===== config.mk =====
export PLATFORM = sky130hd
export DESIGN_NAME = tone_generator
export DESIGN_NICKNAME = d
export VERILOG_FILES = /design/src/rtl/tone_pkg.sv /design/src/rtl/tone_period_lut.sv /design/src/rtl/tone_generator.sv
export SDC_FILE = /design/constraint.sdc
export NUM_CORES = 1
export LEC_CHECK = 0
export CORE_ASPECT_RATIO = 1.75
export CORE_MARGIN = 10
export CORE_UTILIZATION = 50
export CTS_BUF_LIST = sky130_fd_sc_hd__clkbuf_8
export DETAILED_ROUTE_END_ITERATION = 16
export PLACE_DENSITY = 0.67
export SLEW_MARGIN = 5
export SYNTH_ARGS = -nofsm -noshare
export SYNTH_HDL_FRONTEND = slang
export SYNTH_SLANG_ARGS = --single-unit

===== constraint.sdc =====
create_clock -name clk -period 3.45 [get_ports clk]
set_input_delay 0.8625 -clock clk [delete_from_list [all_inputs] [get_ports clk]]
set_output_delay 0.8625 -clock clk [all_outputs]
set_load 0.02 [all_outputs]

===== src/rtl/tone_pkg.sv =====
// tone_pkg: shared half-period table, note/octave codes and FSM states for tone_generator
package tone_pkg;
  localparam int HALF_W = 19;
  localparam logic [HALF_W-1:0] HALF_DO  = 19'd191113;
  localparam logic [HALF_W-1:0] HALF_RE  = 19'd170262;
  localparam logic [HALF_W-1:0] HALF_MI  = 19'd151686;
  localparam logic [HALF_W-1:0] HALF_FA  = 19'd143173;
  localparam logic [HALF_W-1:0] HALF_SOL = 19'd127551;
  localparam logic [HALF_W-1:0] HALF_LA  = 19'd113636;
  localparam logic [HALF_W-1:0] HALF_SI  = 19'd101239;
  localparam logic [HALF_W-1:0] HALF_MID [8] = '{19'd0, HALF_DO, HALF_RE, HALF_MI, HALF_FA, HALF_SOL, HALF_LA, HALF_SI};
  typedef enum logic [3:0] {
    NOTE_REST, NOTE_DO, NOTE_RE, NOTE_MI, NOTE_FA, NOTE_SOL, NOTE_LA, NOTE_SI
  } note_t;
  typedef enum logic [1:0] {OCT_LOW, OCT_MID, OCT_HIGH, OCT_ALT} octave_t;
  typedef enum logic [1:0] {IDLE, PLAY, GAP} state_t;
  function automatic logic is_tone(input logic [3:0] n);
    return n >= NOTE_DO && n <= NOTE_SI;
  endfunction
endpackage


===== src/rtl/tone_period_lut.sv =====
// tone_period_lut: note/octave to half-period count, scaled and clamped to at least 1
import tone_pkg::*;
module tone_period_lut #(
  parameter int DIV_SHIFT = 0
) (
  input  logic [3:0]        note,
  input  logic [1:0]        octave,
  output logic [HALF_W-1:0] half
);
  logic [HALF_W-1:0] base, scaled, shifted;
  always_comb begin
    base = is_tone(note) ? HALF_MID[note[2:0]] : '0;
    scaled = octave == OCT_LOW ? base << 1 : octave == OCT_HIGH ? base >> 1 : base;
    shifted = scaled >> DIV_SHIFT;
    half = shifted == '0 ? HALF_W'(1) : shifted;
  end
endmodule


===== src/rtl/tone_generator.sv =====
// tone_generator: square-wave buzzer drive with boundary-only note changes and an articulation gap
import tone_pkg::*;
module tone_generator #(
  parameter int GAP_CYCLES = 1_000_000,
  parameter int DIV_SHIFT  = 0
) (
  input  logic       clk,
  input  logic       reset,
  input  logic [3:0] note,
  input  logic [1:0] octave,
  input  logic       mute,
  output logic       speaker,
  output logic       sounding,
  output logic [3:0] cur_note,
  output logic [1:0] cur_octave
);
  state_t state;
  logic [HALF_W-1:0] half, half_new, cnt;
  logic [31:0] gcnt;
  logic valid, boundary, same, gap_done, start;
  tone_period_lut #(.DIV_SHIFT(DIV_SHIFT)) lut (.note(note), .octave(octave), .half(half_new));
  assign valid = is_tone(note) && !mute;
  assign boundary = cnt == half - 1'b1;
  assign same = note == cur_note && octave == cur_octave;
  assign gap_done = gcnt == 32'(GAP_CYCLES - 1);
  // every path into PLAY (from IDLE, gap expiry or a gapless change) shares one load
  assign start = valid && (state == IDLE || (state == GAP && gap_done) ||
                 (state == PLAY && boundary && !same && GAP_CYCLES == 0));
  assign sounding = state == PLAY;
  always_ff @(posedge clk) begin
    if (!reset || mute) begin
      state <= IDLE;
      cnt <= '0;
      gcnt <= '0;
      half <= '0;
      speaker <= 1'b0;
      cur_note <= '0;
      cur_octave <= '0;
    end else if (start) begin
      state <= PLAY;
      cnt <= '0;
      gcnt <= '0;
      half <= half_new;
      speaker <= 1'b1;
      cur_note <= note;
      cur_octave <= octave;
    end else begin
      case (state)
        PLAY: begin
          cnt <= boundary ? '0 : cnt + 1'b1;
          if (boundary && same) begin
            speaker <= ~speaker;
          end else if (boundary) begin
            state <= is_tone(note) ? GAP : IDLE;
            gcnt <= '0;
            speaker <= 1'b0;
            cur_note <= '0;
            cur_octave <= '0;
          end
        end
        GAP: begin
          gcnt <= gap_done ? '0 : gcnt + 1'b1;
          state <= gap_done ? IDLE : GAP;
        end
        default: state <= IDLE;
      endcase
    end
  end
endmodule


==> metrics.yaml <==
power:
  switching_share: 0.276
  vdd_drop_max_mv: 0.423
  p_int_w: 0.00136
  combPwrFrac: 0.140
  p_switching_w: 0.000518
  seqPwrFrac: 0.497
  p_leak_nw: 1.86
  p_clk_frac: 0.363
  power.density_mw_per_mm2: 345
cells_and_area:
  drive_gt1_frac: 0.0729
  nets: 662
  final_util: 0.570
  syn_to_final_growth_pct: 10.6
  antenna_cells: 0
critical_path:
  cp_max_fo: 26
  path_cells: "inv_1, ha_1, or4b_1, nor4_2, xnor2_1, nand3_1, nor4_2, buf_4, a41oi_4, buf_4, or4_1, a21oi_1"
  critical_path.max_stage_delay_ns: 0.58
  cp-end-kind: "flop"
  cpMaxStageDelayCell: "or4b_1"
  crit_type: "flop to flop"
  start_kind: "flop"
  path_depth: 12
  reg2reg_depth: 12
  worstPathArrival_ns: 3.50
  cpLargestDelayFamily: "simple AND/OR/NAND/NOR gates"
  cp_num_buf_inv: 3
  worstPathRequired_ns: 3.75
placed_design:
  place_congestion: 0.902
  portBuffers: 16
  dpl.hpwl_mm: 9.12
logic_synthesis:
  yosysMostFrequentCell: "dfxtp_1"
  synthCells: 632
  synth_top_area_cell: "dfxtp_1"
  synth_top_area_share: 0.322
  synth-seq-cells: 79
  synth_cell_type_count: 50
  syn_area_mm2: 0.00491
  async_flop_share: 0
  synthFlopType: "dfxtp_1"
  yosys_warnings: 0
  synth_edf_count: 0
  avgSynthCellArea_um2: 7.77
  synthTopCellsByCount: "79 x dfxtp_1, 67 x a21oi_1, 61 x nor2_1, 51 x nand2_1, 34 x o21ai_0"
  ys_seq_area_frac: 0.322
  synthTopCellsByArea: "dfxtp_1 32%, a21oi_1 6.8%, xnor2_1 4.8%"
  syn_nets: 653
clock_tree:
  hold_buffers: 0
  clkSinkCount: 79
  clockRootBuffer: "clkbuf_8"
  path_clk_slew_ns: 0.09
  cts-buffers-inserted: 9
  clock_path_buffers: 2
  h-tree-depth: 3
  clk_latency_ns: 0.37
  cts_tree: "yes"
floorplanning:
  ios: 17
  rows: 47
  coreArea_mm2: 0.00953
  fp.dieW_um: 94.9
  fp.dieArea_mm2: 0.0143
  start_util: 0.515
  die_h_um: 151
timing:
  final_max_slew_viol_count: 0
  relSlewSlack: 0.553
  fin_crit_ns: 3.20
  clock_skew_ns: 0.0155
  worst_pin_slew_ns: 0.665
  hold_viol: 0
  whs_ns: 0.486
  rsz0062_at_grt: "no"
  timing.final.crit_share: 0.927
  setup_viol: 0
  fmax_mhz: 313
drt:
  drtIter0Drc: 176
  post_drt_via_cell_ratio: 5.94
  wirelength_mm: 12.2
  drc: 0
  drt-pass1-iter-count: 5
  vias: 4559
  wl_per_cell_um: 16.0
  ant_nets: 0
global_route:
  use_met3: 0.0367
  antenna_found_initial: 0
  track_usage: 0.176
  grt_pass1_wl_mm: 20.6
  grt.busiest_layer: "met2"
  grt_use_met1: 0.185
  grt_max_degree: 39
  grtUsageMet2: 0.332
  overflow: 0
  grt_pass1_vias: 4395
min_path:
  hold_path_depth: 2
  hp-class: "flop to flop"
flow_run:
  maxCapViolations: 0
outcome:
  status: "finished clean"
## flip-flops by register name, summed over array words and instances (netlist names)
name / cells
cur_note: 4
speaker: 1
cnt: 19
state: 2
gcnt: 32
cur_octave: 2
half: 19
## cell type report
type,instances,area (um^2)
fill,899,4100
multi-input combinational,503,3150
sequential,79,1580
timing repair buffer,34,308
tap,122,153
clock buffer,9,124
clock inverter,6,62.6
inverter,14,52.6
## final timing paths
check | slack [ns] | endpoint | from
worst max register to register | 0.25 | gcnt[25] | half[0]
worst min-delay path | 0.49 | half[18] | half[18]
worst min register to register | 0.49 | half[18] | half[18]
worst max-delay path | 0.25 | gcnt[25] | half[0]
## through the flow
step	power (W)	instances	setup WS, ns	setup TNS (ns)	instance area (um^2)
5_1_grt	0.00196	767	0.0110	0	5430
3_3_place_gp	0.00120	752	-0.0135	-0.0135	5220
4_1_cts	0.00188	767	0.208	0	5410
6_report	0.00187	767	0.251	0	5430
3_5_place_dp	0.00121	752	-0.00468	-0.00468	5220
2_1_floorplan	0.00114	632	0.459	0	4910
## logic make-up after synthesis
group / share of synthesized area
and+or+nand+nor: 0.313
AOI/OAI and AO/OA: 0.168
DFF: 0.322
buffers and inverters: 0.0413
xor gates and xnor gates: 0.0874
muxes: 0.0372
adders and majority gates: 0.0306
## power by group through the flow
stage / sequential [W] / combinational [W] / clock, W
global placement: 0.000952 / 0.000252 / 0
floorplan: 0.000951 / 0.000191 / 0
detailed placement: 0.000953 / 0.000257 / 0
CTS: 0.000931 / 0.000258 / 0.000694
global route: 0.000933 / 0.000289 / 0.000734
finish: 0.000931 / 0.000262 / 0.000680
## tightest hold or removal path, delay by kind of cell, from the launching register on
family,cells,cell delay [ns]
AO/OA/AOI/OAI,1,0.05
flip-flops,1,0.33
AND/OR/NAND/NOR,1,0.06
## metal layers
layer	routed length, um	vias to the layer above
met4	199	0
met2	6940	71
met3	314	17
li1	-	2292
met1	4780	2179
met5	0	-
## placed cells by master, fill, tap and decap left out, types with 9 or more instances in the layout
cell type and n:
nand4_1 16, and3_1 18, ha_1 12, or3_1 20
nand2_1 51, nor2_1 61, nand3_1 31, buf_4 17
mux2i_1 16, xnor2_1 27, nor4_1 12, nand2b_1 12
clkdlybuf4s50_1 16, a21oi_1 67, xor2_1 22, nor3_1 9
o21ai_0 34, clkbuf_8 9, o31ai_1 12, or4_1 13
dfxtp_1 79, inv_1 14
## timing repair
action,4_1_cts,5_1_grt
endpoints found under the hold margin,0,0
endpoints found under the setup margin,0,1
setup buffers,0,0
resized for setup,0,3
No activity file was read; power rests on OpenSTA's default activity.
